`src/rtl/pong_pkg.sv`:
```
// Shared definitions for the Pong rule engine and its renderers.
//   game_state_t : match FSM encoding (IDLE=0 .. GAME_OVER=4)
//   DEF_*        : default screen / paddle geometry
//   speed_dx()   : per-frame horizontal step for a difficulty level
package pong_pkg;

  typedef enum logic [2:0] {
    ST_IDLE      = 3'd0,
    ST_SERVE     = 3'd1,
    ST_PLAY      = 3'd2,
    ST_POINT     = 3'd3,
    ST_GAME_OVER = 3'd4
  } game_state_t;

  localparam int DEF_SCREEN_W  = 800;
  localparam int DEF_SCREEN_H  = 600;
  localparam int DEF_BALL_SIZE = 16;
  localparam int DEF_PADDLE_W  = 16;
  localparam int DEF_PADDLE_H  = 96;
  localparam int DEF_P1_X      = 32;
  localparam int DEF_P2_X      = 752;

  // Speed table: level 0..3 -> dx 2/3/4/6; dy is always dx-1.
  function automatic logic [3:0] speed_dx(input logic [1:0] level);
    case (level)
      2'd0:    return 4'd2;
      2'd1:    return 4'd3;
      2'd2:    return 4'd4;
      default: return 4'd6;
    endcase
  endfunction

endpackage

```
`src/rtl/pong_game_fsm_if.sv`:
```
// Player-input / game-output bundle of the Pong rule engine.
//   master : drives vsync, paddle positions, mode, difficulty, buttons
//   slave  : the rule engine; drives ball/paddle positions, scores, state
interface pong_game_fsm_if #(
  parameter int SCORE_W = 4
);
  logic               vsync_in;
  logic [11:0]        p1_ypos;
  logic [11:0]        p2_ypos_in;
  logic               cpu_mode;
  logic [1:0]         difficulty;
  logic               button;
  logic               mouse_left;

  logic [11:0]        ball_xpos;
  logic [11:0]        ball_ypos;
  logic [11:0]        p2_ypos;
  logic [SCORE_W-1:0] score_p1;
  logic [SCORE_W-1:0] score_p2;
  logic [2:0]         game_state;
  logic               game_over;
  logic               point_pulse;

  modport master (
    output vsync_in, p1_ypos, p2_ypos_in, cpu_mode, difficulty, button, mouse_left,
    input  ball_xpos, ball_ypos, p2_ypos, score_p1, score_p2, game_state, game_over,
           point_pulse
  );

  modport slave (
    input  vsync_in, p1_ypos, p2_ypos_in, cpu_mode, difficulty, button, mouse_left,
    output ball_xpos, ball_ypos, p2_ypos, score_p1, score_p2, game_state, game_over,
           point_pulse
  );
endinterface

```
`src/rtl/pong_game_fsm_frame_tick.sv`:
```
// pong_frame_tick: two-flop vsync synchroniser with a one-clock pulse on
// the rising edge of vsync.
//   clk, rst (async, active low), vsync_in -> tick
module pong_frame_tick (
  input  logic clk,
  input  logic rst,
  input  logic vsync_in,
  output logic tick
);
  logic vsync_s1_reg;
  logic vsync_s2_reg;

  always_ff @(posedge clk or negedge rst) begin
    if (!rst) begin
      vsync_s1_reg <= 1'b0;
      vsync_s2_reg <= 1'b0;
    end else begin
      vsync_s1_reg <= vsync_in;
      vsync_s2_reg <= vsync_s1_reg;
    end
  end

  assign tick = vsync_s1_reg & ~vsync_s2_reg;
endmodule

```
`src/rtl/pong_game_fsm.sv`:
```
// pong_game_fsm: Pong rule engine. Match FSM (idle/serve/play/point/game
// over), frame-stepped ball motion with wall and paddle bounces, scoring,
// and a second paddle driven either by the player or by CPU tracking.
//   clk, rst (async, active low)
//   bus (slave): vsync/paddles/mode/difficulty/buttons in;
//                ball/paddle-2 positions, scores, state, game_over,
//                point_pulse out (all registered)
module pong_game_fsm
  import pong_pkg::*;
#(
  parameter int SCREEN_W     = DEF_SCREEN_W,
  parameter int SCREEN_H     = DEF_SCREEN_H,
  parameter int BALL_SIZE    = DEF_BALL_SIZE,
  parameter int PADDLE_W     = DEF_PADDLE_W,
  parameter int PADDLE_H     = DEF_PADDLE_H,
  parameter int P1_X         = DEF_P1_X,
  parameter int P2_X         = DEF_P2_X,
  parameter int SCORE_W      = 4,
  parameter int WIN_SCORE    = 9,
  parameter int SERVE_FRAMES = 60,
  parameter int POINT_FRAMES = 30,
  parameter int CPU_STEP     = 3
) (
  input logic            clk,
  input logic            rst,
  pong_game_fsm_if.slave bus
);
  // 13-bit geometry constants so the bounce/overlap sums never wrap
  localparam logic [12:0] C_W         = 13'(SCREEN_W);
  localparam logic [12:0] C_H         = 13'(SCREEN_H);
  localparam logic [12:0] C_BALL      = 13'(BALL_SIZE);
  localparam logic [12:0] C_PAD_H     = 13'(PADDLE_H);
  localparam logic [12:0] C_P1_EDGE   = 13'(P1_X + PADDLE_W);
  localparam logic [12:0] C_P2_X      = 13'(P2_X);
  localparam logic [12:0] C_HALF_BALL = 13'(BALL_SIZE / 2);
  localparam logic [12:0] C_HALF_PAD  = 13'(PADDLE_H / 2);
  localparam logic [12:0] C_P2_MAX    = 13'(SCREEN_H - PADDLE_H);
  localparam logic [12:0] C_STEP      = 13'(CPU_STEP);
  localparam logic [11:0] BALL_X0     = 12'((SCREEN_W - BALL_SIZE) / 2);
  localparam logic [11:0] BALL_Y0     = 12'((SCREEN_H - BALL_SIZE) / 2);
  localparam logic [11:0] BALL_Y_MAX  = 12'(SCREEN_H - BALL_SIZE);
  localparam logic [11:0] P1_HIT_X    = 12'(P1_X + PADDLE_W);
  localparam logic [11:0] P2_HIT_X    = 12'(P2_X - BALL_SIZE);
  localparam logic [11:0] P2_Y0       = 12'((SCREEN_H - PADDLE_H) / 2);
  localparam logic [11:0] P2_MAX12    = 12'(SCREEN_H - PADDLE_H);
  localparam logic [15:0] SERVE_LAST  = 16'(SERVE_FRAMES - 1);
  localparam logic [15:0] POINT_LAST  = 16'(POINT_FRAMES - 1);
  localparam logic [SCORE_W-1:0] C_WIN = SCORE_W'(WIN_SCORE);

  game_state_t        state_reg, state_next;
  logic [11:0]        x_reg, x_next, y_reg, y_next, p2_reg, p2_next;
  logic               right_reg, right_next, down_reg, down_next;
  logic [SCORE_W-1:0] s1_reg, s1_next, s2_reg, s2_next;
  logic [15:0]        cnt_reg, cnt_next;
  logic               pulse_reg, pulse_next, game_over_reg;
  logic               start_prev_reg, start_evt_reg;
  logic               tick;

  pong_frame_tick u_tick (.clk(clk), .rst(rst), .vsync_in(bus.vsync_in), .tick(tick));

  function automatic logic [SCORE_W-1:0] sat_inc(input logic [SCORE_W-1:0] s);
    return (s == C_WIN) ? s : s + 1'b1;
  endfunction

  // ---------------- play step (one tick of ball motion) ----------------
  logic [3:0]  dx, dy;
  logic [12:0] x_w, y_w, p1_w, p2_w, dx_w, dy_w, y_play_w;
  logic [11:0] y_play, x_play;
  logic        down_play, right_play, hit1, hit2, miss_left, miss_right;

  assign dx     = speed_dx(bus.difficulty);
  assign dy     = dx - 4'd1;
  assign dx_w   = {9'd0, dx};
  assign dy_w   = {9'd0, dy};
  assign x_w    = {1'b0, x_reg};
  assign y_w    = {1'b0, y_reg};
  assign p1_w   = {1'b0, bus.p1_ypos};
  assign p2_w   = {1'b0, p2_reg};

  always_comb begin
    y_play    = y_reg;
    down_play = down_reg;
    if (!down_reg) begin
      if (y_w <= dy_w) begin
        y_play    = 12'd0;
        down_play = 1'b1;
      end else begin
        y_play = y_reg - {8'd0, dy};
      end
    end else begin
      if (y_w + C_BALL >= C_H - dy_w) begin
        y_play    = BALL_Y_MAX;
        down_play = 1'b0;
      end else begin
        y_play = y_reg + {8'd0, dy};
      end
    end
  end

  // Paddle overlap is tested against the already-moved ball row.
  assign y_play_w = {1'b0, y_play};
  assign hit1 = (y_play_w + C_BALL > p1_w) && (y_play_w < p1_w + C_PAD_H);
  assign hit2 = (y_play_w + C_BALL > p2_w) && (y_play_w < p2_w + C_PAD_H);

  always_comb begin
    x_play     = x_reg;
    right_play = right_reg;
    miss_left  = 1'b0;
    miss_right = 1'b0;
    if (!right_reg) begin
      if (x_w <= C_P1_EDGE && hit1) begin
        x_play     = P1_HIT_X;
        right_play = 1'b1;
      end else if (x_w <= dx_w) begin
        miss_left = 1'b1;
      end else begin
        x_play = x_reg - {8'd0, dx};
      end
    end else begin
      if (x_w + C_BALL >= C_P2_X && hit2) begin
        x_play     = P2_HIT_X;
        right_play = 1'b0;
      end else if (x_w + C_BALL >= C_W - dx_w) begin
        miss_right = 1'b1;
      end else begin
        x_play = x_reg + {8'd0, dx};
      end
    end
  end

  // ---------------- CPU paddle tracking ----------------
  logic [12:0] cpu_center, cpu_target_w, cpu_move_w;
  logic [11:0] cpu_move;

  assign cpu_center = y_w + C_HALF_BALL;

  always_comb begin
    cpu_target_w = (cpu_center <= C_HALF_PAD) ? 13'd0 : cpu_center - C_HALF_PAD;
    if (cpu_target_w > C_P2_MAX) cpu_target_w = C_P2_MAX;
    cpu_move_w = p2_w;
    if (p2_w < cpu_target_w)
      cpu_move_w = (cpu_target_w - p2_w <= C_STEP) ? cpu_target_w : p2_w + C_STEP;
    else if (p2_w > cpu_target_w)
      cpu_move_w = (p2_w - cpu_target_w <= C_STEP) ? cpu_target_w : p2_w - C_STEP;
    // p2 may arrive out of range from the player input when switching to CPU
    cpu_move = (cpu_move_w > C_P2_MAX) ? P2_MAX12 : cpu_move_w[11:0];
  end

  // ---------------- FSM: state register ----------------
  always_ff @(posedge clk or negedge rst) begin
    if (!rst) state_reg <= ST_IDLE;
    else      state_reg <= state_next;
  end

  // ---------------- FSM: next state ----------------
  always_comb begin
    state_next = state_reg;
    case (state_reg)
      ST_IDLE:      if (start_evt_reg) state_next = ST_SERVE;
      ST_SERVE:     if (start_evt_reg || (tick && cnt_reg == SERVE_LAST)) state_next = ST_PLAY;
      ST_PLAY:      if (tick && (miss_left || miss_right)) state_next = ST_POINT;
      ST_POINT:     if (tick && cnt_reg == POINT_LAST)
                      state_next = (s1_reg == C_WIN || s2_reg == C_WIN) ? ST_GAME_OVER : ST_SERVE;
      ST_GAME_OVER: if (start_evt_reg) state_next = ST_SERVE;
      default:      state_next = ST_IDLE;
    endcase
  end

  // ---------------- FSM: outputs / datapath ----------------
  always_comb begin
    x_next     = x_reg;
    y_next     = y_reg;
    right_next = right_reg;
    down_next  = down_reg;
    s1_next    = s1_reg;
    s2_next    = s2_reg;
    pulse_next = 1'b0;
    case (state_reg)
      ST_IDLE, ST_SERVE: begin
        x_next = BALL_X0;
        y_next = BALL_Y0;
      end
      ST_PLAY: if (tick) begin
        y_next    = y_play;
        down_next = down_play;
        // On a miss the ball stays where it left the field; the next serve
        // heads toward the player who just conceded... i.e. the scorer's opponent.
        if (miss_left) begin
          s2_next    = sat_inc(s2_reg);
          pulse_next = 1'b1;
          right_next = 1'b0;
        end else if (miss_right) begin
          s1_next    = sat_inc(s1_reg);
          pulse_next = 1'b1;
          right_next = 1'b1;
        end else begin
          x_next     = x_play;
          right_next = right_play;
        end
      end
      ST_GAME_OVER: if (start_evt_reg) begin
        s1_next = '0;
        s2_next = '0;
      end
      default: ;
    endcase

    if (state_next != state_reg)
      cnt_next = 16'd0;
    else if (tick && (state_reg == ST_SERVE || state_reg == ST_POINT))
      cnt_next = cnt_reg + 16'd1;
    else
      cnt_next = cnt_reg;

    if (!bus.cpu_mode) p2_next = bus.p2_ypos_in;
    else if (tick)     p2_next = cpu_move;
    else               p2_next = p2_reg;
  end

  always_ff @(posedge clk or negedge rst) begin
    if (!rst) begin
      x_reg          <= BALL_X0;
      y_reg          <= BALL_Y0;
      p2_reg         <= P2_Y0;
      right_reg      <= 1'b1;
      down_reg       <= 1'b1;
      s1_reg         <= '0;
      s2_reg         <= '0;
      cnt_reg        <= 16'd0;
      pulse_reg      <= 1'b0;
      game_over_reg  <= 1'b0;
      start_prev_reg <= 1'b0;
      start_evt_reg  <= 1'b0;
    end else begin
      x_reg          <= x_next;
      y_reg          <= y_next;
      p2_reg         <= p2_next;
      right_reg      <= right_next;
      down_reg       <= down_next;
      s1_reg         <= s1_next;
      s2_reg         <= s2_next;
      cnt_reg        <= cnt_next;
      pulse_reg      <= pulse_next;
      game_over_reg  <= (state_next == ST_GAME_OVER);
      start_prev_reg <= bus.button | bus.mouse_left;
      start_evt_reg  <= (bus.button | bus.mouse_left) & ~start_prev_reg;
    end
  end

  assign bus.ball_xpos   = x_reg;
  assign bus.ball_ypos   = y_reg;
  assign bus.p2_ypos     = p2_reg;
  assign bus.score_p1    = s1_reg;
  assign bus.score_p2    = s2_reg;
  assign bus.game_state  = state_reg;
  assign bus.game_over   = game_over_reg;
  assign bus.point_pulse = pulse_reg;
endmodule

```
`src/flat_wrapper.sv`:
```
// flat-port wrapper written by rule: the top's interface ports become plain ports
module pong_game_fsm_flat import pong_pkg::*;
#(
  parameter int SCREEN_W     = DEF_SCREEN_W,
  parameter int SCREEN_H     = DEF_SCREEN_H,
  parameter int BALL_SIZE    = DEF_BALL_SIZE,
  parameter int PADDLE_W     = DEF_PADDLE_W,
  parameter int PADDLE_H     = DEF_PADDLE_H,
  parameter int P1_X         = DEF_P1_X,
  parameter int P2_X         = DEF_P2_X,
  parameter int SCORE_W      = 4,
  parameter int WIN_SCORE    = 9,
  parameter int SERVE_FRAMES = 60,
  parameter int POINT_FRAMES = 30,
  parameter int CPU_STEP     = 3
)
  (clk, rst, bus_vsync_in, bus_p1_ypos, bus_p2_ypos_in, bus_cpu_mode, bus_difficulty, bus_button, bus_mouse_left, bus_ball_xpos, bus_ball_ypos, bus_p2_ypos, bus_score_p1, bus_score_p2, bus_game_state, bus_game_over, bus_point_pulse);
  pong_game_fsm_if #(.SCORE_W(SCORE_W)) bus_i ();
  input logic clk;
  input logic rst;
  input wire logic [$bits(bus_i.vsync_in)-1:0] bus_vsync_in;
  input wire logic [$bits(bus_i.p1_ypos)-1:0] bus_p1_ypos;
  input wire logic [$bits(bus_i.p2_ypos_in)-1:0] bus_p2_ypos_in;
  input wire logic [$bits(bus_i.cpu_mode)-1:0] bus_cpu_mode;
  input wire logic [$bits(bus_i.difficulty)-1:0] bus_difficulty;
  input wire logic [$bits(bus_i.button)-1:0] bus_button;
  input wire logic [$bits(bus_i.mouse_left)-1:0] bus_mouse_left;
  output wire logic [$bits(bus_i.ball_xpos)-1:0] bus_ball_xpos;
  output wire logic [$bits(bus_i.ball_ypos)-1:0] bus_ball_ypos;
  output wire logic [$bits(bus_i.p2_ypos)-1:0] bus_p2_ypos;
  output wire logic [$bits(bus_i.score_p1)-1:0] bus_score_p1;
  output wire logic [$bits(bus_i.score_p2)-1:0] bus_score_p2;
  output wire logic [$bits(bus_i.game_state)-1:0] bus_game_state;
  output wire logic [$bits(bus_i.game_over)-1:0] bus_game_over;
  output wire logic [$bits(bus_i.point_pulse)-1:0] bus_point_pulse;
  assign bus_i.vsync_in = bus_vsync_in;
  assign bus_i.p1_ypos = bus_p1_ypos;
  assign bus_i.p2_ypos_in = bus_p2_ypos_in;
  assign bus_i.cpu_mode = bus_cpu_mode;
  assign bus_i.difficulty = bus_difficulty;
  assign bus_i.button = bus_button;
  assign bus_i.mouse_left = bus_mouse_left;
  assign bus_ball_xpos = bus_i.ball_xpos;
  assign bus_ball_ypos = bus_i.ball_ypos;
  assign bus_p2_ypos = bus_i.p2_ypos;
  assign bus_score_p1 = bus_i.score_p1;
  assign bus_score_p2 = bus_i.score_p2;
  assign bus_game_state = bus_i.game_state;
  assign bus_game_over = bus_i.game_over;
  assign bus_point_pulse = bus_i.point_pulse;
  pong_game_fsm #(.SCREEN_W(SCREEN_W), .SCREEN_H(SCREEN_H), .BALL_SIZE(BALL_SIZE), .PADDLE_W(PADDLE_W), .PADDLE_H(PADDLE_H), .P1_X(P1_X), .P2_X(P2_X), .SCORE_W(SCORE_W), .WIN_SCORE(WIN_SCORE), .SERVE_FRAMES(SERVE_FRAMES), .POINT_FRAMES(POINT_FRAMES), .CPU_STEP(CPU_STEP)) u_core (.clk(clk), .rst(rst), .bus(bus_i));
endmodule
```
`config.mk`:
```
export PLATFORM = sky130hd
export DESIGN_NAME = pong_game_fsm_flat
export DESIGN_NICKNAME = d
export VERILOG_FILES = /design/src/rtl/pong_pkg.sv /design/src/rtl/pong_game_fsm_if.sv /design/src/rtl/pong_game_fsm_frame_tick.sv /design/src/rtl/pong_game_fsm.sv /design/src/flat_wrapper.sv
export SDC_FILE = /design/constraint.sdc
export NUM_CORES = 1
export LEC_CHECK = 0
export ABC_AREA = 1
export BUFFER_PORTS_ARGS = -buffer_cell sky130_fd_sc_hd__buf_2
export CORE_UTILIZATION = 35
export DETAILED_ROUTE_END_ITERATION = 8
export PLACE_DENSITY = 0.58
export SYNTH_ARGS = -nofsm -noshare
export SYNTH_HDL_FRONTEND = slang
export SYNTH_SLANG_ARGS = --single-unit
```
`constraint.sdc`:
```
create_clock -name clk -period 4.6 [get_ports clk]
set_input_delay 0.92 -clock clk [delete_from_list [all_inputs] [get_ports clk]]
set_output_delay 0.92 -clock clk [all_outputs]
set_load 0.05 [all_outputs]
```
==> impl_metrics.json, run 1 <==
{
  "grt_pass1_vias": 10600,
  "multiInputGateArea_um2": 8240,
  "fin_crit_sh_pct": 105,
  "die_w_um": 170,
  "ant_nets": 0,
  "grt_setup_unrepaired": "true",
  "htree_levels": 3,
  "path_clk_slew_ns": 0.06,
  "synthSimpleGateAreaFrac_pct": 38.5,
  "cts_buffers": 9,
  "synth_area_um2": 9840,
  "hpwl_um": 25600,
  "synth_xor_area_share_pct": 6.94,
  "hp-class": "flip-flop to flip-flop",
  "worstSetupPathType": "input pin to flip-flop",
  "root_buffer": "clkbuf_16",
  "synth_top_family_by_area": "simple AND/OR/NAND/NOR gates",
  "setup_viol": 40,
  "num_vias": 11200,
  "ys_ff_latch": 71,
  "ioPinCount": 81,
  "power.static_leakage_nw": 7.33,
  "path_max_fanout": 8,
  "fin_cells": 2292,
  "final_cell_mix": "nand2_1, buf_4, inv_1",
  "initial_utilization_pct": 35.5,
  "yosys.area_share.adder_pct": 16.0,
  "ff_latch_area_um2": 1800,
  "die_y_um": 170,
  "critPathCaptureType": "flip-flop",
  "crit_path_frequent_cell": "nand2_1",
  "synthFlopType": "dfrtp_1",
  "min_period_ns": 4.85,
  "worst_slack_ns": -0.246,
  "first_iter_violations": 545,
  "fillers": 2752,
  "start_kind": "input pin",
  "syn_inst": 1566,
  "synth_compound_area_share_pct": 9.56,
  "drtPass1Iterations": 5,
  "cts_tree": "built",
  "final_hold_viol_count": 0,
  "ir_drop_mv": 0.450,
  "final_nets": 2060,
  "synth_mux_area_share_pct": 0,
  "core_um2": 27700,
  "skew_ns": 0.00672,
  "cts.sinks": 71,
  "status": "finished, violations left",
  "largest_register_ff_count": 16,
  "wire_per_inst_um": 14.3,
  "grt_antenna_before_repair": 2,
  "layout_commonest_cell": "nand2_1",
  "area_growth_pct": 45.8,
  "drc": 0,
  "hold_buffers": 0,
  "io_buffers": 80,
  "ys_seq_area_share_pct": 18.2,
  "grt_usage_pct": 22.6,
  "arrival_ns": 5.11,
  "synthArstFlopShare_pct": 100,
  "pre_cts_ws_ns": -0.816,
  "synth.distinct_cells": 49,
  "fmax_mhz": 206,
  "dp.cells": 2223,
  "synth_top_area_cell": "nand2_1",
  "tightest_slew_ns": 1.21,
  "relSlewSlack_pct": 18.6,
  "drt-total-wl_um": 32800,
  "post_synth_main_area_contributors": "nand2_1, ha_1, dfrtp_1, inv_1, nand3_1",
  "overflow": 0,
  "gp_congestion": 0.941,
  "slew_violations": 0,
  "cap_violations": 0,
  "slowest_delay_ns": 0.28,
  "grt_pass1_wl_um": 52100,
  "insertion_delay_ns": 0.34,
  "slowest_stage": "a32o_2",
  "yosysTopAreaCellShare_pct": 16.3,
  "fp.dieArea_um2": 28800,
  "cellPowerDensity_nw_per_um2": 581,
  "drive_above_1_share_pct": 35.3,
  "crit_required_ns": 4.87,
  "grt_max_degree": 72,
  "rows": 61,
  "yosysWarningCount": 0,
  "clockBufferDepth": 2,
  "violations": "negative setup slack",
  "viasPerCell": 4.88,
  "synth_edf_count": 0,
  "avgSynthCellArea_um2": 6.28
}
==> cells by family after synthesis <==
| logic type | after synthesis |
|---|---|
| AO/OA/AOI/OAI | 166 |
| XOR/XNOR | 78 |
| adder cells (fa/ha/maj) | 122 |
| buffers and inverters | 264 |
| flip-flops | 71 |
| other | 2 |
| AND/OR/NAND/NOR | 863 |
==> metrics by stage <==
stage / area, um2 / util [%] / setup TNS [ns] / total power (W) / hold slack, ns
6_report: 14300 / 51.8 / -7.56 / 0.00833 / 0.376
5_1_grt: 14300 / 51.7 / -20.16 / 0.00902 / 0.383
4_1_cts: 13600 / 49.0 / -1.20 / 0.00773 / 0.380
3_5_place_dp: 12400 / 44.7 / -32.55 / 0.00632 / 0.365
3_3_place_gp: 12400 / 44.7 / -29.15 / 0.00627 / 0.365
2_1_floorplan: 9980 / - / -13.01 / 0.00430 / 0.354
==> what timing repair did <==
item	in CTS	in global routing
resized for setup	161	155
endpoints found under the setup margin	48	48
setup buffers	30	22
pin swaps	119	95
gates cloned	1	1
==> area by class of cell <==
class | count | area share [%]
multi-input cells | 1236 | 57.4
clock buffers | 10 | 1.67
well taps | 378 | 3.30
flip-flops and latches | 71 | 12.5
repair buffers | 353 | 18.1
inverters | 235 | 6.41
clock inverters | 6 | 0.471
diodes | 3 | 0.0523
==> cells in the mapped netlist, drive strengths merged (5+ instances only) <==
| master | instances |
|---|---|
| dfstp | 14 |
| a21oi | 61 |
| buf | 17 |
| nand3 | 141 |
| nor2 | 201 |
| o22ai | 17 |
| clkbuf | 12 |
| nand4 | 37 |
| nor4 | 7 |
| o21bai | 5 |
| a211oi | 7 |
| nand2 | 445 |
| inv | 233 |
| o21ai | 63 |
| ha | 116 |
| xor2 | 66 |
| nand3b | 5 |
| xnor2 | 12 |
| fa | 6 |
| nor3 | 21 |
| dfrtp | 57 |
==> worst max-delay path: cells and delay by family <==
family	cells	cell delay [ns]
adders and majority gates	4	0.88
AOI/OAI and AO/OA	4	0.72
and+or+nand+nor	23	1.96
buffers and inverters	6	0.45
xor gates and xnor gates	1	0.15
==> worst paths after layout <==
| kind | startpoint | end | slack, ns | cells past startpoint |
|---|---|---|---|---|
| setup reg to reg | u_core.bus.ball_ypos[5] | u_core.bus.p2_ypos[0] | -0.18 | 39 |
| hold / removal | u_core.u_tick.vsync_s1_reg | u_core.u_tick.vsync_s2_reg | 0.38 | 0 |
| max in group asynchronous | rst | u_core.bus.ball_ypos[4] | 3.23 | 1 |
| hold reg to reg | u_core.u_tick.vsync_s1_reg | u_core.u_tick.vsync_s2_reg | 0.38 | 0 |
| setup / recovery | bus_difficulty[0] | u_core.cnt_reg[4] | -0.25 | 38 |
| min in group asynchronous | rst | u_core.cnt_reg[12] | 0.71 | 1 |
==> per-layer routing <==
layer	GRT usage, %	routed length [um]	up-vias
li1	-	-	5702
met1	28.0	14300	5139
met4	8.97	1180	0
met5	0	0	-
met2	40.2	16100	287
met3	2.03	1220	67
==> where the power goes <==
group	total, W	switching (W)	leakage (nW)	internal, W
registers	0.00103	0.000256	0.897	0.000771
clock network	0.000726	0.000288	0.146	0.000438
logic	0.00658	0.00377	6.29	0.00281
No activity file was read; power rests on OpenSTA's default activity.
==> run 2: changes to the inputs <==
Settings changed: SKIP_LAST_GASP set to 1.
==> run 2 against run 1 <==
  * The run still ends with negative setup slack left
  * Register-to-register slack better by 0.02 ns
  * Core utilization is 0.35 points lower
  * Sequential power barely moved
  * Setup slack improved by 0.082 ns
  * Flip-flop and latch count unchanged
  * Clock-buffer cell count is the same
  * Routed wire length fell by 1.2%
  * Highest routed layer unchanged
  * Power down 1.0%
  * Clock power about the same
  * Sequential share of layout area up 0.086 points
==> impl_metrics.json, run 2 (synthesis results as in run 1) <==
{
  "hp-class": "flip-flop to flip-flop",
  "slowest_stage": "dfstp_2",
  "grt_usage_pct": 22.6,
  "power.static_leakage_nw": 7.28,
  "slew_violations": 0,
  "slowest_delay_ns": 0.58,
  "drt-total-wl_um": 32400,
  "min_period_ns": 4.76,
  "drive_above_1_share_pct": 34.8,
  "status": "finished, violations left",
  "grt_max_degree": 72,
  "final_hold_viol_count": 0,
  "final_cell_mix": "nand2_1, buf_4, inv_1",
  "whs_ns": 0.377,
  "io_buffers": 80,
  "fp.dieArea_um2": 28800,
  "r2r-start": "u_core.bus.ball_ypos[5]",
  "ir_drop_mv": 0.447,
  "core_um2": 27700,
  "tightest_slew_ns": 1.21,
  "hold_buffers": 0,
  "setup_viol": 40,
  "gp_congestion": 0.941,
  "fin_crit_sh_pct": 104,
  "layout_commonest_cell": "nand2_1",
  "cellPowerDensity_nw_per_um2": 579,
  "relSlewSlack_pct": 18.6,
  "grt_antenna_before_repair": 2,
  "ant_nets": 0,
  "cts.sinks": 71,
  "cap_violations": 0,
  "viasPerCell": 4.86,
  "fin_area_um2": 14200,
  "initial_utilization_pct": 35.5,
  "largest_register_ff_count": 16,
  "timing.rr.end": "u_core.bus.p2_ypos[0]",
  "cts_buffers": 9,
  "grt_pass1_vias": 10600,
  "place_area_um2": 12400,
  "path_max_fanout": 7,
  "cts_tree": "built",
  "fillers": 2757,
  "crit_path_frequent_cell": "nand2_1",
  "violations": "negative setup slack",
  "ioPinCount": 81,
  "num_vias": 11100,
  "drc": 0,
  "min_to": "u_core.u_tick.vsync_s2_reg",
  "holdPathStages": 0,
  "fmax_mhz": 210,
  "utilization_pct": 51.4,
  "overflow": 0,
  "start_kind": "flip-flop",
  "grt_pass1_wl_um": 52000,
  "worst_slack_ns": -0.165,
  "hpwl_um": 25600,
  "clockBufferDepth": 2,
  "crit_required_ns": 4.86,
  "area_growth_pct": 44.8,
  "htree_levels": 3,
  "drtPass1Iterations": 5,
  "arrival_ns": 5.02,
  "wire_per_inst_um": 14.2,
  "grt_setup_unrepaired": "true",
  "insertion_delay_ns": 0.34,
  "final_nets": 2056,
  "power_w": 0.00825,
  "reg2regPathDepth": 39,
  "skew_ns": 0.00800,
  "critPathCaptureType": "flip-flop",
  "worstSetupPathType": "flip-flop to flip-flop",
  "die_y_um": 170,
  "min_from": "u_core.u_tick.vsync_s1_reg",
  "ff2ff_setup_slack_ns": -0.16,
  "die_w_um": 170,
  "rows": 61,
  "root_buffer": "clkbuf_16",
  "first_iter_violations": 556,
  "path_clk_slew_ns": 0.06
}
-- run 2: routing by layer --
layer / vias up / share of wire, % / GRT usage, %
met4: 0 / 3.3 / 8.97
met1: 5101 / 44 / 28.0
li1: 5693 / - / -
met3: 62 / 3.7 / 2.03
met2: 252 / 49 / 40.2
met5: - / 0 / 0
-- run 2: stage by stage --
step           setup slack, ns  TNS [ns]  instances
2_1_floorplan           -0.409    -13.01       1570
3_3_place_gp            -0.691    -29.15       2223
3_5_place_dp            -0.816    -32.55       2223
4_1_cts                 -0.153     -1.20       2270
5_1_grt                 -0.501    -16.58       2285
6_report                -0.165     -4.28       2287
-- run 2: area by class of cell --
type	count	area [um2]	area share (%)
diodes	2	5.00	0.0351
clock buffers	10	239	1.68
clock inverters	6	67.6	0.474
inverters	235	915	6.42
multi-input cells	1236	8200	57.6
flip-flops and latches	71	1800	12.6
well taps	378	473	3.32
repair buffers	349	2550	17.9
-- run 2: critical path: cells and delay by family (launching register included) --
kind	cells	cell delay, ns
AND/OR/NAND/NOR	29	2.68
buffers and inverters	8	0.87
flip-flops	1	0.58
adder cells (fa/ha/maj)	1	0.39
AO/OA/AOI/OAI	1	0.16
-- run 2: report_power, final --
part	leakage [nW]	switching [W]	internal, W
combinational	6.24	0.00373	0.00277
sequential	0.897	0.000248	0.000771
clock	0.146	0.000291	0.000438
total	7.28	0.00427	0.00398
-- run 2: how the worst max path moves through the flow --
| stage | startpoint | end | cells after the start |
|---|---|---|---|
| 2_1_floorplan | bus_difficulty[0] | u_core.cnt_reg[13] | 39 |
| 3_3_place_gp | bus_difficulty[0] | u_core.bus.score_p2[1] | 31 |
| 3_5_place_dp | bus_difficulty[0] | u_core.bus.score_p2[0] | 37 |
| 4_1_cts | u_core.bus.ball_ypos[5] | u_core.bus.p2_ypos[0] | 37 |
| 5_1_grt | u_core.bus.ball_ypos[5] | u_core.bus.p2_ypos[0] | 36 |
| 6_report | u_core.bus.ball_ypos[5] | u_core.bus.p2_ypos[0] | 39 |
-- run 2: what timing repair did --
action | CTS | global route
gates cloned | 1 | 0
resized for setup | 160 | 142
pin swaps | 119 | 82
setup buffers | 30 | 18
endpoints found under the setup margin | 48 | 48
==> run 3: changes to the inputs <==
Settings changed: SYNTH_HIERARCHICAL set to 1.
==> run 3 against run 2 <==
  * The flow still finishes with violations (negative setup slack)
  * Routed wire length about the same
  * Clock-buffer cell count is 1 higher
  * Clock power decreased by 2%
  * First-iteration DRC count grew 21%
  * Critical path depth fell by 6
  * Sequential share of layout area grew 0.38 points
  * Cell count down 3.5%
==> impl_metrics.json, run 3 <==
{
  "ys_seq_area_share_pct": 18.4,
  "fp.dieArea_um2": 28500,
  "core_um2": 27200,
  "start_kind": "input pin",
  "clockBufferDepth": 2,
  "overflow": 0,
  "yosys-top-cells-count": "nand2_1, inv_1, nor2_1, ha_1, nand3_1",
  "yosysWarningCount": 6,
  "initial_utilization_pct": 35.9,
  "final_nets": 1982,
  "violations": "negative setup slack",
  "cellPowerDensity_nw_per_um2": 364,
  "arrival_ns": 5.04,
  "fin_crit_sh_pct": 104,
  "layout_commonest_cell": "nand2_1",
  "avgSynthCellArea_um2": 6.47,
  "num_vias": 11000,
  "yosysMostFrequentCell": "nand2_1",
  "cts_tree": "built",
  "grt_pass1_wl_um": 52200,
  "synth.distinct_cells": 58,
  "viasPerCell": 4.98,
  "rows": 60,
  "timing.rr.end": "u_core/bus.p2_ypos[1]",
  "final_cell_mix": "nand2_1, buf_4, inv_1",
  "ys_ff_latch": 71,
  "min_period_ns": 4.77,
  "ioPinCount": 81,
  "final_hold_viol_count": 0,
  "worst_slack_ns": -0.168,
  "setup_viol": 45,
  "largest_register_ff_count": 16,
  "power.static_leakage_nw": 6.95,
  "gp_congestion": 0.932,
  "synth_area_um2": 9750,
  "worstSetupPathType": "input pin to flip-flop",
  "path_max_fanout": 8,
  "grt_max_degree": 50,
  "ff2ff_setup_slack_ns": -0.16,
  "die_y_um": 169,
  "htree_levels": 3,
  "synthArstFlopShare_pct": 100,
  "die_w_um": 169,
  "slew_violations": 0,
  "tightest_slew_ns": 0.667,
  "skew_ns": 0.00856,
  "root_buffer": "clkbuf_16",
  "min_from": "u_core/u_tick/vsync_s1_reg",
  "min_to": "u_core/u_tick/vsync_s2_reg",
  "fin_area_um2": 13800,
  "synth_top_area_cell": "ha_1",
  "area_growth_pct": 42.0,
  "grt_pass1_vias": 10500,
  "wire_per_inst_um": 14.7,
  "io_buffers": 80,
  "drc": 0,
  "crit_required_ns": 4.87,
  "synth_edf_count": 0,
  "grt_antenna_before_repair": 2,
  "drtPass1Iterations": 5,
  "path_clk_slew_ns": 0.05,
  "grt_usage_pct": 22.8,
  "yosysTopAreaCellShare_pct": 14.8,
  "syn_inst": 1507,
  "ir_drop_mv": 0.325,
  "drive_above_1_share_pct": 34.7,
  "cap_violations": 0,
  "cts_buffers": 9,
  "cts.sinks": 71,
  "hold_buffers": 0,
  "synthFlopType": "dfrtp_1",
  "r2r-start": "u_core/bus.ball_ypos[3]",
  "slowest_stage": "ha_1",
  "first_iter_violations": 671,
  "slowest_delay_ns": 0.32,
  "insertion_delay_ns": 0.34,
  "crit_path_frequent_cell": "nand2_2",
  "place_area_um2": 12200,
  "hp-class": "flip-flop to flip-flop",
  "post_synth_main_area_contributors": "ha_1, dfrtp_1, nand2_1, inv_1, xor2_1",
  "drt-total-wl_um": 32300,
  "reg2regPathDepth": 36,
  "status": "finished, violations left",
  "critPathCaptureType": "flip-flop",
  "fmax_mhz": 210,
  "grt_setup_unrepaired": "true",
  "hpwl_um": 25700,
  "whs_ns": 0.376,
  "relSlewSlack_pct": 55.5,
  "holdPathStages": 0,
  "ant_nets": 0
}
==> run 3: changes by cell type after synthesis, moves of 6 or more <==
cell      delta
clkinv_1     +6
nor2_1      -21
xor2_1      +12
nor2_4       +9
o21ai_1     +18
inv_1       -18
nand3_1     -22
xnor2_1      -9
o21ai_0      +9
a21oi_1     +12
nand2_1     -51
nor2_2       -9
==> run 3: cell type report <==
| type | count | area, um2 |
|---|---|---|
| diodes | 1 | 2.50 |
| clock buffers | 11 | 243 |
| fillers | 2761 | 13300 |
| inverters | 225 | 875 |
| well taps | 372 | 465 |
| multi-input cells | 1196 | 8040 |
| clock inverters | 5 | 57.6 |
| repair inverters | 2 | 17.5 |
| flip-flops and latches | 71 | 1800 |
| repair buffers | 324 | 2350 |
==> run 3: what timing repair did <==
action	4_1_cts	5_1_grt
setup buffers	23	11
endpoints found under the setup margin	46	47
pin swaps	88	76
gates cloned	3	0
resized for setup	132	139
==> run 3: cell families (layout without fill, tap and decap cells) <==
family / after synthesis / in the layout / share of synthesized area (%)
and+or+nand+nor: 777 / 778 / 35.9
buffers and inverters: 245 / 567 / 10.1
AOI/OAI and AO/OA: 210 / 210 / 12.2
adders and majority gates: 121 / 121 / 16.0
xor gates and xnor gates: 81 / 81 / 7.28
DFF: 71 / 71 / 18.4
other: 2 / 7 / 0.0770
==> run 3: worst max-delay path: cells and delay by family <==
family	cells	cell delay, ns
adders and majority gates	4	0.98
and+or+nand+nor	20	1.74
buffers and inverters	6	0.75
xor gates and xnor gates	1	0.16
AOI/OAI and AO/OA	2	0.46
==> run 3: power breakdown <==
part | internal (W) | switching (W)
Sequential | 0.000758 | 0.000203
Clock | 0.000435 | 0.000275
Combinational | 0.00129 | 0.00208
==> run 3: metal layers <==
layer | routed length (um) | GRT usage (%) | up-vias
met4 | 689 | 6.76 | 2
met5 | 13 | 0 | -
met3 | 1530 | 3.16 | 54
li1 | - | - | 5538
met2 | 15500 | 39.3 | 272
met1 | 14700 | 29.5 | 5125
==> run 3: how the worst max path moves through the flow <==
stage                       startpoint               endpoint  slack [ns]  depth (start not counted)
2_1_floorplan        bus_difficulty[0]      u_core/cnt_reg[8]       -0.21                         34
3_3_place_gp         bus_difficulty[0]     u_core/cnt_reg[15]       -0.58                         35
3_5_place_dp         bus_difficulty[0]     u_core/cnt_reg[15]       -0.67                         35
4_1_cts              bus_difficulty[1]      u_core/cnt_reg[1]       -0.11                         35
5_1_grt        u_core/bus.ball_ypos[5]  u_core/bus.p2_ypos[1]       -0.40                         38
6_report             bus_difficulty[1]      u_core/cnt_reg[5]       -0.17                         33
==> run 3: through the flow <==
stage	instances	util (%)	power (W)	setup TNS (ns)	setup slack, ns
2_1_floorplan	1511	-	0.00290	-3.72	-0.211
3_3_place_gp	2154	45.0	0.00387	-22.57	-0.584
3_5_place_dp	2154	45.0	0.00389	-26.13	-0.674
4_1_cts	2196	49.0	0.00486	-1.94	-0.110
5_1_grt	2206	50.9	0.00543	-14.81	-0.403
6_report	2207	51.0	0.00505	-4.48	-0.168
